**config.mk**
```make
export PLATFORM = sky130hd
export DESIGN_NAME = md5_crack_ctrl_flat
export DESIGN_NICKNAME = d
export VERILOG_FILES = /design/src/rtl/md5_crack_ctrl_if.sv /design/src/rtl/md5_crack_ctrl.sv /design/src/flat_wrapper.sv
export SDC_FILE = /design/constraint.sdc
export NUM_CORES = 1
export LEC_CHECK = 0
export ABC_AREA = 1
export CAP_MARGIN = 10
export CELL_PAD_IN_SITES_DETAIL_PLACEMENT = 1
export CELL_PAD_IN_SITES_GLOBAL_PLACEMENT = 1
export CORE_ASPECT_RATIO = 0.8
export CORE_MARGIN = 1.5
export CORE_UTILIZATION = 49
export DETAILED_ROUTE_END_ITERATION = 6
export DONT_BUFFER_PORTS = 1
export PLACE_DENSITY_LB_ADDON = 0.25
export SYNTH_ARGS = -nofsm -noshare
export SYNTH_HDL_FRONTEND = slang
export SYNTH_SLANG_ARGS = --single-unit
```
**constraint.sdc**
```tcl
create_clock -name clk -period 16.05 [get_ports clk]
set_input_delay 2.4075 -clock clk [delete_from_list [all_inputs] [get_ports clk]]
set_output_delay 2.4075 -clock clk [all_outputs]
set_load 0.02 [all_outputs]
```
**src/rtl/md5_crack_ctrl_if.sv**
```systemverilog
// md5_crack_ctrl_if: request/response bundle between the cracking
// controller (master) and the single-block MD5 core (slave).
interface md5_crack_ctrl_if;
  logic [63:0]  md5_msg;
  logic         md5_start;
  logic         md5_done;
  logic [127:0] md5_hash;

  modport master (
    output md5_msg, md5_start,
    input  md5_done, md5_hash
  );

  modport slave (
    input  md5_msg, md5_start,
    output md5_done, md5_hash
  );
endinterface

```
**src/rtl/md5_crack_ctrl.sv**
```systemverilog
// md5_crack_ctrl: walks a BCD password range, feeds the MD5 core, checks
// digests. Optional watchdog: define MD5_CRACK_TIMEOUT_EN.
module md5_crack_ctrl #(
  parameter int STEP  = 1,
  parameter int CNT_W = 27
) (
  input  logic              clk,
  input  logic              reset_n,
  input  logic              go,
  input  logic              abort,
  input  logic [31:0]       range_lo,
  input  logic [31:0]       range_hi,
  input  logic [127:0]      target_hash,
  md5_crack_ctrl_if.master  md5,
  output logic              busy,
  output logic              found,
  output logic [63:0]       found_msg,
  output logic              exhausted,
  output logic [CNT_W-1:0]  tried_count
`ifdef MD5_CRACK_TIMEOUT_EN
  ,
  output logic              timeout
`endif
);

  typedef enum logic [2:0] {
    IDLE, ISSUE, WAIT, CHECK, NEXT, DRAIN
  } state_t;

  state_t state, state_n;

  logic [31:0]  cand;
  logic [31:0]  hi_q;
  logic [127:0] tgt_q;
  logic [127:0] hash_q;
  logic [63:0]  msg;
  logic [31:0]  nxt;
  logic         carry;
  logic [4:0]   dsum;
  logic         hit;
  logic         load;
  logic         empty;
  logic         take;
  logic         check;
  logic         adv;
  logic         done_exh;

`ifdef MD5_CRACK_TIMEOUT_EN
  logic [7:0] wdog;
  logic       wd_exp;
  logic       tmo;
  assign wd_exp = (wdog == 8'hff);
`endif

  function automatic logic [63:0] to_ascii(input logic [31:0] b);
    logic [63:0] a;
    for (int i = 0; i < 8; i++) a[8*i +: 8] = {4'h3, b[4*i +: 4]};
    return a;
  endfunction

  assign md5.md5_msg   = msg;
  assign md5.md5_start = (state == ISSUE);
  assign busy          = (state != IDLE);
  assign hit           = (hash_q == tgt_q);

  // Ripple BCD add of STEP to the current candidate
  always_comb begin
    nxt   = '0;
    carry = 1'b0;
    dsum  = '0;
    for (int i = 0; i < 8; i++) begin
      dsum = {1'b0, cand[4*i +: 4]} + {4'd0, carry}
           + ((i == 0) ? 5'(STEP) : 5'd0);
      if (dsum > 5'd9) begin
        nxt[4*i +: 4] = 4'(dsum - 5'd10);
        carry = 1'b1;
      end else begin
        nxt[4*i +: 4] = dsum[3:0];
        carry = 1'b0;
      end
    end
  end

  // State register
  always_ff @(posedge clk) begin
    if (!reset_n) state <= IDLE;
    else          state <= state_n;
  end

  // Next-state decode and datapath strobes
  always_comb begin
    state_n  = state;
    load     = 1'b0;
    empty    = 1'b0;
    take     = 1'b0;
    check    = 1'b0;
    adv      = 1'b0;
    done_exh = 1'b0;
`ifdef MD5_CRACK_TIMEOUT_EN
    tmo      = 1'b0;
`endif
    unique case (state)
      IDLE: begin
        if (go) begin
          if (range_lo > range_hi) begin
            empty = 1'b1;
          end else begin
            load    = 1'b1;
            state_n = ISSUE;
          end
        end
      end
      ISSUE: state_n = abort ? DRAIN : WAIT;
      WAIT: begin
        if (abort) begin
          state_n = md5.md5_done ? IDLE : DRAIN;
        end else if (md5.md5_done) begin
          take    = 1'b1;
          state_n = CHECK;
`ifdef MD5_CRACK_TIMEOUT_EN
        end else if (wd_exp) begin
          tmo     = 1'b1;
          state_n = IDLE;
`endif
        end
      end
      CHECK: begin
        if (abort) begin
          state_n = IDLE;
        end else begin
          check   = 1'b1;
          state_n = hit ? IDLE : NEXT;
        end
      end
      NEXT: begin
        if (abort) begin
          state_n = IDLE;
        end else if (carry || nxt > hi_q) begin
          done_exh = 1'b1;
          state_n  = IDLE;
        end else begin
          adv     = 1'b1;
          state_n = ISSUE;
        end
      end
      DRAIN: begin
        if (md5.md5_done) begin
          state_n = IDLE;
`ifdef MD5_CRACK_TIMEOUT_EN
        end else if (wd_exp) begin
          tmo     = 1'b1;
          state_n = IDLE;
`endif
        end
      end
      default: state_n = IDLE;
    endcase
  end

  // Job registers, candidate, digest capture and sticky results
  always_ff @(posedge clk) begin
    if (!reset_n) begin
      cand        <= '0;
      hi_q        <= '0;
      tgt_q       <= '0;
      hash_q      <= '0;
      msg         <= '0;
      found       <= 1'b0;
      found_msg   <= '0;
      exhausted   <= 1'b0;
      tried_count <= '0;
    end else begin
      if (load || empty) begin
        cand        <= range_lo;
        hi_q        <= range_hi;
        tgt_q       <= target_hash;
        found       <= 1'b0;
        found_msg   <= '0;
        exhausted   <= 1'b0;
        tried_count <= '0;
      end
      if (empty)    exhausted <= 1'b1;
      if (load)     msg <= to_ascii(range_lo);
      if (take)     hash_q <= md5.md5_hash;
      if (check) begin
        tried_count <= tried_count + CNT_W'(1);
        if (hit) begin
          found     <= 1'b1;
          found_msg <= msg;
        end
      end
      if (done_exh) exhausted <= 1'b1;
      if (adv) begin
        cand <= nxt;
        msg  <= to_ascii(nxt);
      end
    end
  end

`ifdef MD5_CRACK_TIMEOUT_EN
  // Watchdog on the core response, restarted at every issue
  always_ff @(posedge clk) begin
    if (!reset_n) begin
      wdog    <= '0;
      timeout <= 1'b0;
    end else begin
      if (state == ISSUE) wdog <= '0;
      else if (state == WAIT || state == DRAIN) wdog <= wdog + 8'd1;
      if (load || empty) timeout <= 1'b0;
      if (tmo)           timeout <= 1'b1;
    end
  end
`endif

endmodule

```
**src/flat_wrapper.sv**
```systemverilog
// flat-port wrapper written by rule: the top's interface ports become plain ports
module md5_crack_ctrl_flat 
#(
  parameter int STEP  = 1,
  parameter int CNT_W = 27
)
  (clk, reset_n, go, abort, range_lo, range_hi, target_hash, busy, found, found_msg, exhausted, tried_count, md5_md5_msg, md5_md5_start, md5_md5_done, md5_md5_hash);
  md5_crack_ctrl_if md5_i ();
  input  logic clk;
  input  logic reset_n;
  input  logic go;
  input  logic abort;
  input  logic [31:0] range_lo;
  input  logic [31:0] range_hi;
  input  logic [127:0] target_hash;
  output logic busy;
  output logic found;
  output logic [63:0] found_msg;
  output logic exhausted;
  output logic [CNT_W-1:0] tried_count;
  output wire logic [$bits(md5_i.md5_msg)-1:0] md5_md5_msg;
  output wire logic [$bits(md5_i.md5_start)-1:0] md5_md5_start;
  input wire logic [$bits(md5_i.md5_done)-1:0] md5_md5_done;
  input wire logic [$bits(md5_i.md5_hash)-1:0] md5_md5_hash;
  assign md5_md5_msg = md5_i.md5_msg;
  assign md5_md5_start = md5_i.md5_start;
  assign md5_i.md5_done = md5_md5_done;
  assign md5_i.md5_hash = md5_md5_hash;
  md5_crack_ctrl #(.STEP(STEP), .CNT_W(CNT_W)) u_core (.clk(clk), .reset_n(reset_n), .go(go), .abort(abort), .range_lo(range_lo), .range_hi(range_hi), .target_hash(target_hash), .md5(md5_i), .busy(busy), .found(found), .found_msg(found_msg), .exhausted(exhausted), .tried_count(tried_count));
endmodule
```
# Word level (Yosys, flattened, before mapping)
# Index checks and enable logic that the tools add are counted.
[totals]
mem_bits_rw = 0
regBits = 464
romBits = 0
latch_bits = 0
wordCells = 116
memories = 0
output_inout_bits = 159
[op_classes]
n_div = 0
n_reduce_logical = 9
n_eq_ne = 10
muxes = 60
n_addsub = 17
n_mul = 0
n_bitwise = 0
n_shift = 0
magnitude_cmp = 10
[op_table]
columns = ["operator", "n"]
rows = [
  ["$mux W64", 3],
  ["$eq A128 B128 Y1", 1],
  ["$mux W62", 2],
  ["$gt A32 B32 Y1", 2],
  ["$mux W32", 2],
  ["$mux W27", 2],
  ["$gt A5 B4 Y1 const B", 8],
  ["$add A4 B1 Y5", 7],
  ["$mux W1", 32],
  ["$mux W4", 8],
  ["$sub A4 B4 Y4 const B", 8],
  ["$mux W3", 10],
  ["$add A27 B1 Y27 const B", 1],
  ["$pmux W3 S6", 1],
  ["$eq A3 B2 Y1 const B", 2],
  ["$eq A3 B3 Y1 const B", 2],
  ["$ne A2 B2 Y1 const B", 3],
  ["$reduce_bool A2 Y1", 3],
  ["$reduce_bool A3 Y1", 2],
  ["$add A4 B1 Y5 const B", 1],
  ["$reduce_and A4 Y1", 1],
  ["$eq A3 B1 Y1 const B", 1],
  ["$logic_not A3 Y1", 1],
  ["$ne A3 B3 Y1 const B", 1],
  ["$logic_or A1 B1 Y1", 2],
]

# Depth between registers and ports, before layout
# Gate-level depths: netlist of the first run.
[logic_depth]
depth_word = 30
ltp_mapped = 68
mapped_depth_nobuf = 65

# Least setup slack after synthesis of the first run
# No wires, ideal clock.
[synth_timing]
path_type = "register to register"
startpoint = "reg u_core.cand[0]"
endpoint = "reg u_core.msg[10] (netlist: u_core.md5.md5_msg[10])"
t_required_ps = 15939
period_less_slack_ps = 9117
setup_time_ps = 111
arrival_ps = 9006
setup_slack_ps = 6933
path_stages_with_launch = 67
cell_sequence = "dfxtp_1 > inv_1 > ha_1 > inv_1 > ha_1 > nand2_1 > nand2_1 > nand3_1 > nand2_1 > ha_1 > ha_1 > xnor2_1 > nand2_1 > nand2_1 > nand2_1 > ha_1 > ha_1 > xnor2_1 > (+31 left out) > o21a_1 > buf_2 > buf_2 > xor2_1 > ha_1 > a21oi_1 > nor2_1 > nor3_1 > nand2_1 > a21oi_1 > nand2_1 > nand2_2 > nand3_4 > nand2_1 > inv_2 > buf_4 > nor2_1 > nor2_1"
[synth_between]
elab_chain_len = 30
word_cells_on_any_way = 47
classes_between = "add/sub: 16; order compare: 9; mux: 20; reduce/logical: 2"
[synth_lines]
columns = ["element", "line", "rtl"]
rows = [
  ["start, declared", "md5_crack_ctrl.sv:32", "logic [31:0] cand;"],
  ["start signal, assigned", "md5_crack_ctrl.sv:174", "cand <= range_lo;"],
  ["start signal, assigned", "md5_crack_ctrl.sv:194", "cand <= nxt;"],
  ["$add A4 B1 Y5 (*)", "md5_crack_ctrl.sv:73", "+ ((i == 0) ? 5'(STEP) : 5'd0);"],
  ["$gt A5 B4 Y1", "md5_crack_ctrl.sv:74", "if (dsum > 5'd9) begin"],
  ["$mux W1", "md5_crack_ctrl.sv:74", ""],
  ["$add A4 B1 Y5", "md5_crack_ctrl.sv:72", "dsum = {1'b0, cand[4*i +: 4]} + {4'd0, carry}"],
  ["$gt A5 B4 Y1", "md5_crack_ctrl.sv:74", ""],
  ["$mux W1", "md5_crack_ctrl.sv:74", ""],
  ["$add A4 B1 Y5", "md5_crack_ctrl.sv:72", ""],
  ["$gt A5 B4 Y1", "md5_crack_ctrl.sv:74", ""],
  ["(+14 left out)", "-", ""],
  ["$sub A4 B4 Y4 or $gt A5 B4 Y1 (tied branches)", "md5_crack_ctrl.sv:75, md5_crack_ctrl.sv:74", ""],
  ["$mux W4", "md5_crack_ctrl.sv:74", ""],
  ["$gt A32 B32 Y1", "md5_crack_ctrl.sv:138", "end else if (carry || nxt > hi_q) begin"],
  ["$logic_or A1 B1 Y1", "md5_crack_ctrl.sv:138", ""],
  ["$mux W1", "md5_crack_ctrl.sv:138", ""],
  ["$mux W1", "md5_crack_ctrl.sv:136", "if (abort) begin"],
  ["$mux W1", "md5_crack_ctrl.sv:102", "unique case (state)"],
  ["$mux W62 or $reduce_bool A2 Y1 (tied branches)", "-", ""],
  ["end signal, assigned", "md5_crack_ctrl.sv:183", "if (load) msg <= to_ascii(range_lo);"],
  ["end signal, assigned", "md5_crack_ctrl.sv:195", "msg <= to_ascii(nxt);"],
  ["end, declared", "md5_crack_ctrl.sv:36", "logic [63:0] msg;"],
]
# Mark *: on every way between the ends. The rest lies on a longest branch, timed or not.
# A chain may end at the register's enable or synchronous reset.

# Final worst setup path of the first run
[layout_timing]
startpoint = "reg u_core.cand[0]"
endpoint = "reg u_core.msg[17] (netlist: u_core.md5.md5_msg[17])"
# Same word-level chain as after synthesis.

==> out/qor.csv, run 1 <==
metric,value,unit
Sw Ratio,31.6,%
crit path max fanout,79,
Gate Count Post-Synth,3017,
clock skew,0.0311,ns
final net count,3310,
metal3 WL,6990,um
Worst-path clk slew,0.06,ns
Syn Area/Cell,7.13,um^2
Worst Max-Slew Pin Slew,1.15,ns
Post-DP HPWL,53100,um
Worst EP required,16.56,ns
layout overhead on the synthesized area,7.20,%
Starting Density,49.8,%
Fin. Hold Viols,0,
fin worst setup slack,3.45,ns
Global Route Usage Sum,32.2,%
worst-case clock buffer depth,3,
I/O Buffers,0,
Power Dens Cells,131,nW/um^2
Setup Crit Path Kind,register to register,
met2 WL,32400,um
Synth Warn #,0,
Final setup viols,0,
post-route cell area,23100,um^2
clk sinks,449,
share of cells above drive strength 1,3.96,%
TritonCTS Buffers,46,
Syn Std Cell Area,21500,um^2
critical path endpoint category,register,
total grt overflow,0,
CTS tree,built,
hold_ws,0.473,ns
"Slew Viols, Final",0,
CP max stage cell,buf_4,
Internal,2060,uW
Net Switching,951,uW
Final min period,12.60,ns
RePlAce Congestion,0.893,
"Seq/Total Area, Yosys",41.8,%
HP Class,register to register,
vias post-DR,19690,
routed len/inst,21.3,um
Max-slew headroom,23.3,%
DIE WIDTH,237,um
Startpoint Class,register,
cell mode on critical path,nand2_1,
status,"complete, but fails checks",
highest routed layer,met5,
worst endpoint data arrival time,13.11,ns
Pleak,0.0105,uW
Netlist cell types,41,
combinational power share,18.6,%
Die ar.,45200,um^2
Core Rows,68,
largest vdd supply drop,0.0744,mV
number of synthesized register bits,449,
H-Tree Depth,2,
setup TNS,0,ns
Root Driver,clkbuf_16,
post_cts resized,0,
Boundary Pins,484,
drt drc,1,
remaining antenna violation count,0,
max cap viols,0,
RSZ-0062 raised after global routing,false,
vias in the first global route,19949,
Total Routed Length,74700,um
DP Worst Slack,3.73,ns
buffer count from post-CTS setup fixing,0,
DR iter-0 viols,1351,
Vias/cell,5.62,
Seq pwr share,43.1,%
met1 wire length,33300,um
Clock Power Share,38.3,%
die height,190,um
maximum number of pins on one net before global-route repair,404,
first-pass GRT wire length,114000,um
drt first pass iters,7,
initial antenna violation count,16,
failing checks,DRC,
Tcrit/Tclk final,78.5,%
cts hold-fix bufs,0,
latest clock arrival within the worst-skew pair,0.60,ns
CORE AREA,43200,um^2
Max Freq,79.4,MHz
worst stage delay on the critical path,0.70,ns
"Cell Area, Placed",21400,um^2
## synth_stat cells
master,count,area [um^2]
nor2_1,646,2420
nand2_1,490,1840
dfxtp_1,449,8990
o21ai_0,367,1840
inv_1,253,950
a21oi_1,141,706
clkbuf_1,103,387
ha_1,89,1110
nand3_1,62,310
xnor2_1,59,517
xor2_1,57,499
nand3b_1,56,420
buf_2,50,250
nand4_1,49,307
nor3_1,40,200
buf_4,34,255
inv_2,9,33.8
nor2_2,8,50.1
o22ai_1,8,50.1
a22oi_1,5,37.5
a211oi_1,4,30.0
buf_1,4,15.0
buf_6,4,45.0
a221oi_1,3,26.3
nor2_4,3,33.8
o21a_1,3,22.5
or2_2,3,18.8
a21o_1,2,15.0
a311oi_1,2,17.5
nand3_2,2,20.0
o21ai_1,2,10.0
a31oi_1,1,6.26
conb_1,1,3.75
nand2_2,1,6.26
nand3_4,1,17.5
nor3_2,1,10.0
nor4_1,1,6.26
nor4_2,1,12.5
o2111ai_1,1,8.76
o221ai_1,1,8.76
o31ai_1,1,7.51
## flip-flops by register name, indices dropped and copies added (netlist names)
name and count:
u_core.md5.md5_msg 33, u_core.tried_count 27, u_core.state 3, u_core.cand 32, u_core.hash_q 128, u_core.exhausted 1
u_core.tgt_q 128, u_core.found 1, u_core.hi_q 32, u_core.found_msg 64
## power groups by stage
stage          logic [uW]  registers (uW)  clock network (uW)
2_1_floorplan         432            1290                   0
3_3_place_gp          517            1320                   0
3_5_place_dp          549            1320                   0
4_1_cts               556            1300                1170
5_1_grt               630            1310                1210
6_report              560            1300                1150
## path summary, 6_finish.rpt
kind                     start                      to  slack (ns)  cells after the start
min          u_core.hash_q[13]       u_core.hash_q[13]        0.47                      2
max reg2reg     u_core.cand[0]  u_core.md5.md5_msg[17]        3.45                     65
max             u_core.cand[0]  u_core.md5.md5_msg[17]        3.45                     65
min reg2reg  u_core.hash_q[13]       u_core.hash_q[13]        0.47                      2
## final cells by class
| type | instances | area [um^2] |
|---|---|---|
| Antenna cell | 13 | 32.5 |
| Clock buffer | 66 | 1370 |
| Clock inverter | 17 | 235 |
| Fill cell | 5567 | 20200 |
| Inverter | 262 | 993 |
| Multi-Input combinational cell | 2126 | 10700 |
| Sequential cell | 449 | 8990 |
| Tap cell | 560 | 701 |
| Timing Repair Buffer | 11 | 82.6 |
## per-layer routing
metal,vias up,GRT usage [%]
met5,-,0
met4,8,9.95
met3,126,9.83
met2,633,49.3
met1,9553,43.5
li1,9370,-
## cells in the final DEF (no fill, tap or decap), drive strengths merged
master and instances:
inv 262, o31ai 1, o221ai 1, or2 3
dfxtp 449, nand3 65, xnor2 59, o2111ai 1
o21a 3, clkbuf 66, conb 16, diode 13
a31oi 1, a21oi 141, bufinv 5, nor2 657
o22ai 8, clkinv 12, nor4 2, nor3 41
o21ai 369, a221oi 3, nand2 491, ha 89
a311oi 2, a21o 2, nand4 49, buf 11
xor2 57, a22oi 5, nand3b 56, a211oi 4
## metrics by stage
step	instances	util, %	power [uW]
after detailed placement	3408	49.6	1870
after floorplan	3032	-	1720
final	3504	53.4	3010
after global routing	3500	53.3	3150
after CTS	3491	53.3	3020
after global placement	3408	49.6	1830
## kinds of logic after synthesis
family | synth area share, %
fa+ha+maj | 5.18
simple gates | 26.4
buf+inv | 9.00
xor+xnor | 4.72
compound gates | 12.9
flops | 41.8
other cells | 0.0174
## worst max-delay path: cells and delay by family, from the launching register on
family / cells / cell delay, ns
simple gates: 34 / 4.29
flops: 1 / 0.42
fa+ha+maj: 17 / 3.97
buf+inv: 5 / 1.75
xor+xnor: 7 / 1.68
compound gates: 2 / 0.35
(Power assumes the default switching activity.)
==> run 2, diff against run 1 <==
- ABC_AREA: 1 -> 0
- CORE_UTILIZATION: 49 -> 46
- clock period: 16.05 -> 13.2 ns (I/O delays scaled with it)
==> run 2 against run 1 <==
Effect of this change:
- the flow now finishes without violations
- fmax rose by 1.7%
- design area fell by 2.7%
- non-clock buffer count rose by 5
- setup slack got worse by 2.6 ns
- wire length fell by 0.84%
- cell count fell by 11%
- core utilization fell by 2.9 points
- synthesized cell count fell by 13%
- global-route usage fell by 1.9 points
==> out/qor.csv, run 2 <==
metric,value,unit
top flop regs,"u_core.hash_q: 128 flops, u_core.tgt_q: 128 flops, u_core.found_msg: 64 flops",
vias post-DR,18414,
setup TNS,0,ns
"delay-heaviest family, CP",adder cells,
HP Class,register to register,
Worst Max-Slew Pin Slew,1.38,ns
initial antenna violation count,9,
multi-input logic area,10600,um^2
"Slew Viols, Final",0,
Boundary Pins,484,
Startpoint Class,register,
total grt overflow,0,
cell mode on critical path,ha_1,
clock skew,0.0199,ns
vias in the first global route,18428,
"top cells by count, synth","nand2_1 (705), dfxtp_1 (449), a21oi_1 (424)",
Vias/cell,5.88,
CORE AREA,44500,um^2
clk sinks,449,
first-pass GRT wire length,108000,um
Starting Density,46.7,%
Global Route Usage Sum,30.3,%
DIE WIDTH,241,um
Worst-path clk slew,0.06,ns
register area,8990,um^2
"commonest cells after routing, fill and taps aside","nand2_1 (704), dfxtp_1 (448), a21oi_1 (424)",
Syn Area/Cell,7.94,um^2
largest family of logic cells by synthesized area,simple AND/OR/NAND/NOR gates,
TritonCTS Buffers,47,
fin worst setup slack,0.806,ns
die height,193,um
Post-synth ARST share,0,%
"Cell Count, Final, Fillers Out",3132,
layout overhead on the synthesized area,8.09,%
number of synthesized register bits,449,
drt drc,0,
critical path endpoint category,register,
Netlist cell types,62,
cell taking the most area after synthesis,dfxtp_1,
post-route core utilization,50.5,%
Setup Crit Path Kind,register to register,
CTS tree,built,
status,finished clean,
area share of the largest cell type after synthesis,43.3,%
multiplexer share of the synthesized area,1.87,%
worst-case clock buffer depth,3,
Fin. Hold Viols,0,
final net count,2900,
placed insts,3037,
"Seq/Total Area, Yosys",43.3,%
Synth Area in Adders,5.36,%
RSZ-0062 raised after global routing,false,
WP buf/inv,11,
cts hold-fix bufs,0,
routed len/inst,23.6,um
Simple-Gate Fraction of Synth Area,19.6,%
Die ar.,46400,um^2
drt first pass iters,5,
max cap viols,0,
worst stage delay on the critical path,0.77,ns
Power Dens Cells,153,nW/um^2
"commonest non-fill, non-tap cell in the layout",nand2_1,
Post-synth EDFFs,0,
I/O Buffers,0,
Tcrit/Tclk final,93.9,%
H-Tree Depth,2,
Root Driver,clkbuf_16,
latest clock arrival within the worst-skew pair,0.60,ns
top-count cell post-synth,nand2_1,
Fillers,5377,
crit path max fanout,24,
Post-synth top flop,dfxtp_1,
Synth Warn #,0,
DR iter-0 viols,1205,
Worst EP required,13.64,ns
Final min period,12.39,ns
Max-slew headroom,7.41,%
Total Routed Length,74000,um
share of cells above drive strength 1,5.07,%
RePlAce Congestion,0.869,
DP Worst Slack,0.627,ns
Gate Count Post-Synth,2614,
CP max stage cell,or4b_4,
compound-gate portion of the synthesized area,16.9,%
Syn Std Cell Area,20800,um^2
Final setup viols,0,
ranking of synthesized cells by area,"dfxtp_1 (43%), nand2_1 (13%), a21oi_1 (10%)",
Max Freq,80.7,MHz
Core Rows,69,
largest vdd supply drop,0.0980,mV
Synth Area in XOR/XNOR,6.66,%
maximum number of pins on one net before global-route repair,158,
Post-DP HPWL,52300,um
remaining antenna violation count,0,
worst endpoint data arrival time,12.84,ns
Pleak,0.00871,uW
## run 2: changes by cell type in the layout (fill, tap and decap cells not counted), moves of 28 or more
cell / previous run / this run
inv_1: 253 / 82
mux2i_1: 0 / 32
xor2_1: 57 / 104
nand3b_1: 56 / 7
nand2_1: 490 / 704
o21ai_0: 367 / 32
a21oi_1: 141 / 424
o211ai_1: 0 / 40
a31oi_1: 1 / 40
nor4_1: 1 / 29
nor2_1: 646 / 36
## run 2: final timing paths
path	cells past startpoint	endpoint	slack (ns)	start
worst max-delay path	53	u_core.cand[27]	0.81	u_core.cand[0]
worst min-delay path	2	u_core.hi_q[9]	0.46	u_core.hi_q[9]
worst max register to register	53	u_core.cand[27]	0.81	u_core.cand[0]
worst min register to register	2	u_core.hi_q[9]	0.46	u_core.hi_q[9]
## run 2: metal layers
| layer | wire length [um] | up-vias | GRT usage [%] |
|---|---|---|---|
| li1 | - | 8527 | - |
| met1 | 32900 | 9138 | 40.8 |
| met2 | 33200 | 605 | 47.5 |
| met3 | 5830 | 134 | 7.79 |
| met4 | 2060 | 10 | 9.53 |
| met5 | 60 | - | 0 |
## run 2: stage by stage
stage	instance area (um^2)	power [uW]	hold slack (ns)
5_1_grt	22400	3570	0.480
3_3_place_gp	20800	2020	0.443
6_report	22400	3430	0.457
3_5_place_dp	20800	2050	0.450
2_1_floorplan	20800	1900	0.436
4_1_cts	22400	3450	0.458
## run 2: kinds of logic (layout without fill, tap and decap cells)
family / Yosys count / in the layout
AO/OA/AOI/OAI: 627 / 627
XOR/XNOR: 158 / 158
adder cells (fa/ha/maj): 89 / 89
buffers and inverters: 294 / 186
flip-flops: 449 / 449
multiplexers: 38 / 38
other: 1 / 21
AND/OR/NAND/NOR: 958 / 961
## run 2: area by class of cell
cell class,instances,share of cell area (%)
inverters,83,1.42
clock buffers,64,5.93
flip-flops and latches,449,40.1
well taps,603,3.36
diodes,5,0.0557
clock inverters,23,1.29
repair buffers,16,0.535
multi-input cells,1889,47.3
## run 2: repair_timing
| item | 4_1_cts | 5_1_grt |
|---|---|---|
| gates resized for setup | 0 | 5 |
| setup buffers | 0 | 0 |
| setup endpoints to repair | 0 | 65 |
## run 2: worst register-to-register path, delay by kind of cell, from the launching register on
kind | cells | cell delay (ns)
adders and majority gates | 17 | 4.85
AOI/OAI and AO/OA | 22 | 4.55
buffers and inverters | 11 | 1.38
and+or+nand+nor | 3 | 1.07
DFF | 1 | 0.39
## run 2: where the power goes
part           internal, uW  switching (uW)  total (uW)
logic                   168             339         507
registers              1430            96.6        1530
clock network           810             591        1400
total                  2410            1030        3430
==> run 3, diff against run 2 <==
- CORE_MARGIN: 1.5 -> not set
==> run 3 against run 2 <==
Effect of this change:
- register-to-register slack worse by 0.10 ns
- sequential power about the same
- combinational power up 1%
- largest cell class unchanged
==> out/qor.csv, run 3 (same netlist as run 2, synthesis figures left out) <==
metric,value,unit
final net count,2895,
Sw Ratio,29.2,%
crit path max fanout,25,
worst endpoint data arrival time,12.93,ns
hold_ws,0.459,ns
Max-slew headroom,9.58,%
Net Switching,1010,uW
remaining antenna violation count,0,
Global Route Usage Sum,30.5,%
FF-to-FF path depth,53,
flop-to-flop setup slack,0.70,ns
Boundary Pins,484,
drt drc,0,
Post-DP HPWL,51800,um
Final setup viols,0,
Max Freq,80.0,MHz
top flop regs,"u_core.hash_q: 128 flops, u_core.tgt_q: 128 flops, u_core.found_msg: 64 flops",
"Slew Viols, Final",0,
Worst-path clk slew,0.06,ns
DIE WIDTH,240,um
Tcrit/Tclk final,94.7,%
post-route core utilization,50.5,%
layout overhead on the synthesized area,8.07,%
first-pass GRT wire length,108000,um
Seq pwr share,44.1,%
Fin. Hold Viols,0,
Final min period,12.50,ns
CP max stage cell,or4b_4,
Pleak,0.00871,uW
RePlAce Congestion,0.855,
placed insts,3034,
Hold Startpoint,u_core.hi_q[20],
Internal,2450,uW
HP Class,register to register,
CTS tree,built,
total grt overflow,0,
"commonest non-fill, non-tap cell in the layout",nand2_1,
status,finished clean,
combinational power share,14.8,%
Clock Power Share,41.2,%
cell mode on critical path,ha_1,
"Cell Count, Final, Fillers Out",3123,
critical path endpoint category,register,
vias post-DR,18375,
worst-case clock buffer depth,3,
Total Routed Length,73800,um
Starting Density,46.7,%
initial antenna violation count,11,
Root Driver,clkbuf_16,
largest vdd supply drop,0.159,mV
Vias/cell,5.88,
worst stage delay on the critical path,0.73,ns
H-Tree Depth,2,
Startpoint Class,register,
drt first pass iters,5,
Reg2Reg Capture Point,u_core.cand[1],
latest clock arrival within the worst-skew pair,0.58,ns
Power Dens Cells,154,nW/um^2
die height,192,um
Hold Path Sink,u_core.hi_q[20],
clock skew,0.0195,ns
maximum number of pins on one net before global-route repair,208,
vias in the first global route,18344,
routed len/inst,23.6,um
RR Startpoint,u_core.cand[0],
I/O Buffers,0,
share of cells above drive strength 1,4.81,%
DR iter-0 viols,1145,
worst hold stages,2,
buffer count from post-CTS setup fixing,0,
Setup Crit Path Kind,register to register,
max cap viols,0,
clk sinks,449,
Die ar.,46000,um^2
CORE AREA,44500,um^2
Core Rows,69,
TritonCTS Buffers,46,
Worst EP required,13.64,ns
"commonest cells after routing, fill and taps aside","nand2_1 (704), dfxtp_1 (448), a21oi_1 (424)",
Worst Max-Slew Pin Slew,1.34,ns
run 3: metrics by stage:
stage	power, uW	TNS, ns	instance area [um^2]	worst slack, ns
after global placement	2020	0	20800	1.55
after detailed placement	2050	0	20800	0.680
after CTS	3480	0	22400	0.587
after floorplan	1900	0	20800	2.55
after global routing	3600	-0.0496	22400	-0.0195
final	3470	0	22400	0.702
run 3: metal layers:
layer	wire length, um	share of wire, %	up-vias	global-route usage (%)
met2	33400	45	597	48.0
met1	32500	44	9120	40.5
met5	90	0.12	-	0
met3	5870	7.9	137	8.29
met4	1930	2.6	14	9.27
li1	-	-	8507	-
run 3: area by class of cell:
type | instances | area [um^2]
well taps | 603 | 754
clock inverters | 18 | 288
fillers | 5367 | 22000
repair buffers | 13 | 110
diodes | 3 | 7.51
multi-input cells | 1888 | 10600
inverters | 83 | 319
clock buffers | 66 | 1360
flip-flops and latches | 449 | 8990
run 3: critical path, delay by kind of cell (launching register included):
kind                       cells  cell delay, ns
adders and majority gates     17            4.94
AOI/OAI and AO/OA             22            4.51
and+or+nand+nor                5            1.30
buffers and inverters          9            1.18
DFF                            1            0.38
run 3: repair_timing:
action                                  4_1_cts  5_1_grt
hold buffers                                  0        0
endpoints found under the setup margin        0       65
resized for setup                             0        5
run 3: how the worst max path moves through the flow:
| stage | from | endpoint | depth (start not counted) |
|---|---|---|---|
| final | u_core.cand[0] | u_core.cand[1] | 53 |
| after global routing | u_core.cand[0] | u_core.md5.md5_msg[8] | 53 |
| after CTS | u_core.cand[0] | u_core.cand[1] | 53 |
| after detailed placement | u_core.cand[0] | u_core.cand[2] | 53 |
| after global placement | u_core.cand[0] | u_core.cand[1] | 53 |
| after floorplan | u_core.cand[0] | u_core.cand[11] | 55 |
run 3: power groups by stage:
stage	logic [uW]	clock network (uW)	registers (uW)
3_3_place_gp	472	0	1550
4_1_cts	500	1450	1530
5_1_grt	559	1500	1530
2_1_floorplan	390	0	1510
3_5_place_dp	495	0	1550
6_report	512	1430	1530
